**config.mk**
```make
export PLATFORM = sky130hd
export DESIGN_NAME = hazard_ctrl_flat
export DESIGN_NICKNAME = d
export VERILOG_FILES = /design/src/rtl/hazard_ctrl_if.sv /design/src/rtl/hazard_ctrl.sv /design/src/flat_wrapper.sv
export SDC_FILE = /design/constraint.sdc
export NUM_CORES = 1
export LEC_CHECK = 0
export ABC_AREA = 1
export CORE_UTILIZATION = 54
export CTS_CLUSTER_DIAMETER = 40
export CTS_CLUSTER_SIZE = 24
export DETAILED_ROUTE_END_ITERATION = 8
export HOLD_SLACK_MARGIN = 0.05
export PLACE_DENSITY = 0.86
export SYNTH_ARGS = -nofsm -noshare
export SYNTH_HDL_FRONTEND = slang
export SYNTH_SLANG_ARGS = --single-unit
```
**constraint.sdc**
```tcl
create_clock -name clk -period 4.6 [get_ports clk]
set_clock_uncertainty 0.2 [all_clocks]
set_input_delay 0.92 -clock clk [delete_from_list [all_inputs] [get_ports clk]]
set_output_delay 0.92 -clock clk [all_outputs]
set_load 0.02 [all_outputs]
```
**src/rtl/hazard_ctrl_if.sv**
```systemverilog
// Pipeline hazard bundle between the RISC-V datapath and hazard_ctrl.
// master = datapath side (drives hazard sources), slave = hazard_ctrl.
interface hazard_ctrl_if #(
  parameter int CNT_W = 16
);
  logic [4:0]       rs1_id;
  logic [4:0]       rs2_id;
  logic             rs1_used_id;
  logic             rs2_used_id;
  logic [4:0]       rd_ex;
  logic             Memread_ex;
  logic             branch_taken_ex;
  logic             jump_ex;
  logic             md_start_ex;
  logic             md_done;
  logic             cnt_clr;
  logic             stall_pc;
  logic             stall_if_id;
  logic             hold_id_ex;
  logic             flush_if_id;
  logic             flush_id_ex;
  logic             md_busy;
  logic             md_timeout;
  logic [CNT_W-1:0] stall_cycles;
  logic [CNT_W-1:0] flush_events;

  modport master (
    output rs1_id, rs2_id, rs1_used_id, rs2_used_id, rd_ex, Memread_ex,
           branch_taken_ex, jump_ex, md_start_ex, md_done, cnt_clr,
    input  stall_pc, stall_if_id, hold_id_ex, flush_if_id, flush_id_ex,
           md_busy, md_timeout, stall_cycles, flush_events
  );

  modport slave (
    input  rs1_id, rs2_id, rs1_used_id, rs2_used_id, rd_ex, Memread_ex,
           branch_taken_ex, jump_ex, md_start_ex, md_done, cnt_clr,
    output stall_pc, stall_if_id, hold_id_ex, flush_if_id, flush_id_ex,
           md_busy, md_timeout, stall_cycles, flush_events
  );
endinterface

```
**src/rtl/hazard_ctrl.sv**
```systemverilog
// Pipeline sequencing controller: load-use stalls, redirect flushes, mul/div
// hold with timeout, and saturating stall/flush performance counters.
module hazard_ctrl #(
  parameter int MD_TIMEOUT = 64,
  parameter int CNT_W      = 16
) (
  input  logic         clk,
  input  logic         rstn,
  hazard_ctrl_if.slave bus
);

  localparam int TCNT_W = (MD_TIMEOUT > 2) ? $clog2(MD_TIMEOUT) : 1;
  localparam logic [TCNT_W-1:0] TCNT_LAST = TCNT_W'(MD_TIMEOUT - 1);

  localparam logic [0:0] RUN     = 1'b0;
  localparam logic [0:0] MD_WAIT = 1'b1;

  logic [0:0]        state_reg, state_next;
  logic [TCNT_W-1:0] tcnt_reg, tcnt_next;

  logic lu;
  logic redir;
  logic rs1_hit;
  logic rs2_hit;

  logic stall_pc_c;
  logic stall_if_id_c;
  logic hold_id_ex_c;
  logic flush_if_id_c;
  logic flush_id_ex_c;
  logic md_busy_c;
  logic md_timeout_c;

  logic [1:0][CNT_W-1:0] cnt_reg, cnt_next;
  logic [1:0]            cnt_evt;

  assign rs1_hit = bus.rs1_used_id && (bus.rs1_id == bus.rd_ex);
  assign rs2_hit = bus.rs2_used_id && (bus.rs2_id == bus.rd_ex);
  assign lu      = bus.Memread_ex && (bus.rd_ex != 5'd0) && (rs1_hit || rs2_hit);
  assign redir   = bus.branch_taken_ex || bus.jump_ex;

  always_comb begin
    state_next    = state_reg;
    tcnt_next     = tcnt_reg;
    stall_pc_c    = 1'b0;
    stall_if_id_c = 1'b0;
    hold_id_ex_c  = 1'b0;
    flush_if_id_c = 1'b0;
    flush_id_ex_c = 1'b0;
    md_busy_c     = 1'b0;
    md_timeout_c  = 1'b0;

    case (state_reg)
      RUN: begin
        if (redir) begin
          // A redirect squashes whatever the hazards would have protected.
          flush_if_id_c = 1'b1;
          flush_id_ex_c = 1'b1;
        end else if (bus.md_start_ex && !bus.md_done) begin
          stall_pc_c    = 1'b1;
          stall_if_id_c = 1'b1;
          hold_id_ex_c  = 1'b1;
          state_next    = MD_WAIT;
          tcnt_next     = '0;
        end else if (bus.md_start_ex && bus.md_done) begin
          // Single-cycle result: the pipeline just flows.
        end else if (lu) begin
          stall_pc_c    = 1'b1;
          stall_if_id_c = 1'b1;
          flush_id_ex_c = 1'b1;
        end
      end

      MD_WAIT: begin
        md_busy_c = 1'b1;
        if (bus.md_done) begin
          state_next = RUN;
          tcnt_next  = '0;
        end else if (tcnt_reg == TCNT_LAST) begin
          md_timeout_c = 1'b1;
          state_next   = RUN;
          tcnt_next    = '0;
        end else begin
          stall_pc_c    = 1'b1;
          stall_if_id_c = 1'b1;
          hold_id_ex_c  = 1'b1;
          tcnt_next     = tcnt_reg + TCNT_W'(1);
        end
      end

      default: begin
        state_next = RUN;
        tcnt_next  = '0;
      end
    endcase
  end

  always_ff @(posedge clk or negedge rstn) begin
    if (!rstn) begin
      state_reg <= RUN;
      tcnt_reg  <= '0;
    end else begin
      state_reg <= state_next;
      tcnt_reg  <= tcnt_next;
    end
  end

  // Index 0 counts stalled PC cycles, index 1 counts redirects.
  assign cnt_evt = {flush_if_id_c, stall_pc_c};

  genvar gi;
  generate
    for (gi = 0; gi < 2; gi++) begin : g_cnt
      assign cnt_next[gi] = bus.cnt_clr                          ? '0 :
                            (cnt_evt[gi] && (cnt_reg[gi] != '1)) ? cnt_reg[gi] + CNT_W'(1) :
                                                                   cnt_reg[gi];
    end
  endgenerate

  always_ff @(posedge clk or negedge rstn) begin
    if (!rstn) begin
      cnt_reg <= '0;
    end else begin
      cnt_reg <= cnt_next;
    end
  end

  // Outputs are forced low for the whole time reset is held, not just at the edge.
  assign bus.stall_pc     = rstn && stall_pc_c;
  assign bus.stall_if_id  = rstn && stall_if_id_c;
  assign bus.hold_id_ex   = rstn && hold_id_ex_c;
  assign bus.flush_if_id  = rstn && flush_if_id_c;
  assign bus.flush_id_ex  = rstn && flush_id_ex_c;
  assign bus.md_busy      = rstn && md_busy_c;
  assign bus.md_timeout   = rstn && md_timeout_c;
  assign bus.stall_cycles = cnt_reg[0];
  assign bus.flush_events = cnt_reg[1];

endmodule

```
**src/flat_wrapper.sv**
```systemverilog
// flat-port wrapper written by rule: the top's interface ports become plain ports
module hazard_ctrl_flat 
#(
  parameter int MD_TIMEOUT = 64,
  parameter int CNT_W      = 16
)
  (clk, rstn, bus_rs1_id, bus_rs2_id, bus_rs1_used_id, bus_rs2_used_id, bus_rd_ex, bus_Memread_ex, bus_branch_taken_ex, bus_jump_ex, bus_md_start_ex, bus_md_done, bus_cnt_clr, bus_stall_pc, bus_stall_if_id, bus_hold_id_ex, bus_flush_if_id, bus_flush_id_ex, bus_md_busy, bus_md_timeout, bus_stall_cycles, bus_flush_events);
  hazard_ctrl_if #(.CNT_W(CNT_W)) bus_i ();
  input  logic clk;
  input  logic rstn;
  input wire logic [$bits(bus_i.rs1_id)-1:0] bus_rs1_id;
  input wire logic [$bits(bus_i.rs2_id)-1:0] bus_rs2_id;
  input wire logic [$bits(bus_i.rs1_used_id)-1:0] bus_rs1_used_id;
  input wire logic [$bits(bus_i.rs2_used_id)-1:0] bus_rs2_used_id;
  input wire logic [$bits(bus_i.rd_ex)-1:0] bus_rd_ex;
  input wire logic [$bits(bus_i.Memread_ex)-1:0] bus_Memread_ex;
  input wire logic [$bits(bus_i.branch_taken_ex)-1:0] bus_branch_taken_ex;
  input wire logic [$bits(bus_i.jump_ex)-1:0] bus_jump_ex;
  input wire logic [$bits(bus_i.md_start_ex)-1:0] bus_md_start_ex;
  input wire logic [$bits(bus_i.md_done)-1:0] bus_md_done;
  input wire logic [$bits(bus_i.cnt_clr)-1:0] bus_cnt_clr;
  output wire logic [$bits(bus_i.stall_pc)-1:0] bus_stall_pc;
  output wire logic [$bits(bus_i.stall_if_id)-1:0] bus_stall_if_id;
  output wire logic [$bits(bus_i.hold_id_ex)-1:0] bus_hold_id_ex;
  output wire logic [$bits(bus_i.flush_if_id)-1:0] bus_flush_if_id;
  output wire logic [$bits(bus_i.flush_id_ex)-1:0] bus_flush_id_ex;
  output wire logic [$bits(bus_i.md_busy)-1:0] bus_md_busy;
  output wire logic [$bits(bus_i.md_timeout)-1:0] bus_md_timeout;
  output wire logic [$bits(bus_i.stall_cycles)-1:0] bus_stall_cycles;
  output wire logic [$bits(bus_i.flush_events)-1:0] bus_flush_events;
  assign bus_i.rs1_id = bus_rs1_id;
  assign bus_i.rs2_id = bus_rs2_id;
  assign bus_i.rs1_used_id = bus_rs1_used_id;
  assign bus_i.rs2_used_id = bus_rs2_used_id;
  assign bus_i.rd_ex = bus_rd_ex;
  assign bus_i.Memread_ex = bus_Memread_ex;
  assign bus_i.branch_taken_ex = bus_branch_taken_ex;
  assign bus_i.jump_ex = bus_jump_ex;
  assign bus_i.md_start_ex = bus_md_start_ex;
  assign bus_i.md_done = bus_md_done;
  assign bus_i.cnt_clr = bus_cnt_clr;
  assign bus_stall_pc = bus_i.stall_pc;
  assign bus_stall_if_id = bus_i.stall_if_id;
  assign bus_hold_id_ex = bus_i.hold_id_ex;
  assign bus_flush_if_id = bus_i.flush_if_id;
  assign bus_flush_id_ex = bus_i.flush_id_ex;
  assign bus_md_busy = bus_i.md_busy;
  assign bus_md_timeout = bus_i.md_timeout;
  assign bus_stall_cycles = bus_i.stall_cycles;
  assign bus_flush_events = bus_i.flush_events;
  hazard_ctrl #(.MD_TIMEOUT(MD_TIMEOUT), .CNT_W(CNT_W)) u_core (.clk(clk), .rstn(rstn), .bus(bus_i));
endmodule
```
==> flow_summary.json <==
{
  "use_met1_pct": 34.8,
  "hp-class": "flip-flop to flip-flop",
  "crit_type": "primary input to output pin",
  "clockBufferDepth": 2,
  "antenna_cells": 0,
  "portBuffers": 63,
  "dp_hpwl_microns": 4620,
  "wl_microns": 6400,
  "grt_pass1_vias": 2474,
  "grt_antenna_before_repair": 0,
  "grt_use_total_pct": 26.4,
  "cts_setup_buffers": 0,
  "ys_warn_count": 0,
  "final.fill_count": 353,
  "start_util_pct": 58.2,
  "final_nets": 476,
  "post_cts_resized": 0,
  "slew_headroom_pct": 65.7,
  "hold_viol": 0,
  "period_share_pct": 87.0,
  "drtIter0Drc": 157,
  "h-tree-depth": 2,
  "rsz0062_at_grt": "false",
  "drv_cap": 0,
  "fin_tns_setup_ns": 0,
  "syn_inst": 384,
  "cts_tree": "built",
  "tightest_slew_ns": 0.513,
  "dpl_cell_area_sq_um": 3270,
  "die_h_microns": 71.7,
  "post_drt_wl_per_cell_microns": 12.8,
  "routabilityCongestion": 0.908,
  "crit_required_ns": 3.48,
  "busiest_layer": "met2",
  "grt_pass1_wl_microns": 10900,
  "power_mw": 0.863,
  "status": "finished, final reports clean",
  "syn_avg_cell_area_sq_um": 6.83,
  "clk_pin_slew_ns": 0.07,
  "grt-ovfl-total": 0,
  "die_x_microns": 71.7,
  "end_kind": "output pin",
  "p_leak_nw": 1.59,
  "ant_nets": 0,
  "hold_ws_ns": 0.340,
  "final_cell_area_sq_um": 3410,
  "drc_errors": 0,
  "layout-drive-gt1-share_pct": 4.68,
  "synth_area_sq_um": 2620,
  "ir_drop_uv": 240,
  "netlist_top_cells_area": "dfrtp_1 (37%), nand2_1 (16%), nor2_1 (8.0%), nand3_1 (7.4%), inv_1 (6.3%)",
  "crit_path_max_fanout": 4,
  "cts_made_buffers": 5,
  "root_buffer": "clkbuf_8",
  "synth-seq-area-share_pct": 37.2,
  "dieArea_sq_um": 5140,
  "crit_path_start_kind": "primary input",
  "ios": 64,
  "grt_max_degree": 40,
  "p_per_area_nw_per_um2": 253,
  "synth_top_area_share_pct": 37.2,
  "synth_nets": 412,
  "ys_types": 31,
  "insertion_delay_ns": 0.29,
  "period_needed_ns": 4.00,
  "rows": 24,
  "vias": 2682,
  "met3_usage_pct": 5.20,
  "dr.pass1.iters": 4,
  "grt_util_met2_pct": 43.3,
  "via_per_inst": 5.35,
  "clock_sinks": 39,
  "syn2layout_area_growth_pct": 29.9,
  "r2r_slack_ns": 2.31,
  "hold_buffers": 0,
  "slew_violations": 0,
  "worstPathArrival_ns": 2.88,
  "yosysTopAreaCell": "dfrtp_1",
  "setup_viol": 0,
  "core_area_sq_um": 4500,
  "ys_seq_elements": 39,
  "max_freq_mhz": 250
}
routing by layer:
layer	up-vias	routed length (microns)	part of all wire, %
li1	1353	-	-
met1	1217	2840	44
met2	102	3050	48
met3	10	432	6.7
met4	0	83	1.3
met5	-	0	0
cell usage in the layout, fill, tap and decap left out:
master           instances
buf_2                    1
nand3_1                 39
nand3_4                  1
nor2_4                   1
a21oi_1                  7
nor3b_1                  3
nor2_1                  56
inv_1                   44
nor2_2                   1
clkdlybuf4s50_1         62
buf_4                    3
nor3b_4                  1
a211oi_1                 2
bufinv_16                2
clkinv_1                 1
o31ai_1                  4
a31oi_1                  1
nor3_1                  12
clkbuf_8                 5
nand2_2                  2
dfrtp_1                 39
inv_2                    1
ha_1                     3
o22ai_1                  2
clkbuf_1                 1
xor2_1                  12
xnor2_1                  4
nand2_4                  1
nand3_2                  2
nand4_1                  8
o21ai_0                 16
nand2_1                112
power breakdown:
part / internal, mW / switching [mW]
registers: 0.360 / 0.0194
clock network: 0.217 / 0.123
logic: 0.0614 / 0.0830
total: 0.638 / 0.225
per-stage QoR:
stage / instances / utilization (%) / setup slack [ns]
after detailed placement: 493 / 72.7 / 0.609
final: 501 / 75.6 / 0.599
after CTS: 501 / 75.6 / 0.601
after floorplan: 384 / - / 1.47
after global routing: 501 / 75.6 / 0.387
after global placement: 493 / 72.7 / 0.674
kinds of logic after synthesis:
kind of cell	after synthesis	share of synthesized area, %
buf+inv	55	8.96
xor+xnor	16	5.34
flops	39	37.2
fa+ha+maj	3	1.43
simple gates	239	40.2
compound gates	32	6.82
area by class of cell:
cell class / count / area (sq um) / area share, %
clock inverters: 2 / 60.1 / 1.76
well taps: 52 / 65.1 / 1.91
clock buffers: 6 / 72.6 / 2.13
multi-input cells: 290 / 1410 / 41.5
inverters: 46 / 173 / 5.07
flip-flops and latches: 39 / 976 / 28.6
repair buffers: 66 / 648 / 19.0
cell usage after synthesis (all sizes together):
| master | instances |
|---|---|
| nor3b | 4 |
| buf | 7 |
| clkbuf | 1 |
| a21oi | 7 |
| inv | 45 |
| nand4 | 8 |
| ha | 3 |
| dfrtp | 39 |
| o21ai | 16 |
| nand2 | 115 |
| a211oi | 2 |
| dlygate4sd1 | 1 |
| nor3 | 12 |
| o22ai | 2 |
| nand3 | 42 |
| clkinv | 1 |
| xnor2 | 4 |
| a31oi | 1 |
| xor2 | 12 |
| nor2 | 58 |
| o31ai | 4 |
critical path, stage by stage:
cell             delay [ns]
clkdlybuf4s50_1        0.53
inv_1                  0.07
nand2_1                0.06
nand2_1                0.04
nor2_1                 0.09
nand3_1                0.09
nand2_1                0.07
nand2_1                0.06
nand2_1                0.12
nand2_1                0.07
nor2_1                 0.13
clkdlybuf4s50_1        0.62
path summary, 6_finish.rpt:
kind | startpoint | endpoint | cells after the start
worst min-delay path | u_core.tcnt_reg[0] | u_core.tcnt_reg[0] | 1
worst min register to register | u_core.tcnt_reg[0] | u_core.tcnt_reg[0] | 1
worst max register to register | u_core.bus.stall_cycles[0] | u_core.bus.stall_cycles[8] | 12
min in group asynchronous | rstn | u_core.bus.flush_events[5] | 2
worst max-delay path | bus_rd_ex[1] | bus_stall_pc | 12
max in group asynchronous | rstn | u_core.bus.stall_cycles[12] | 2
No activity file was read; power rests on OpenSTA's default activity.
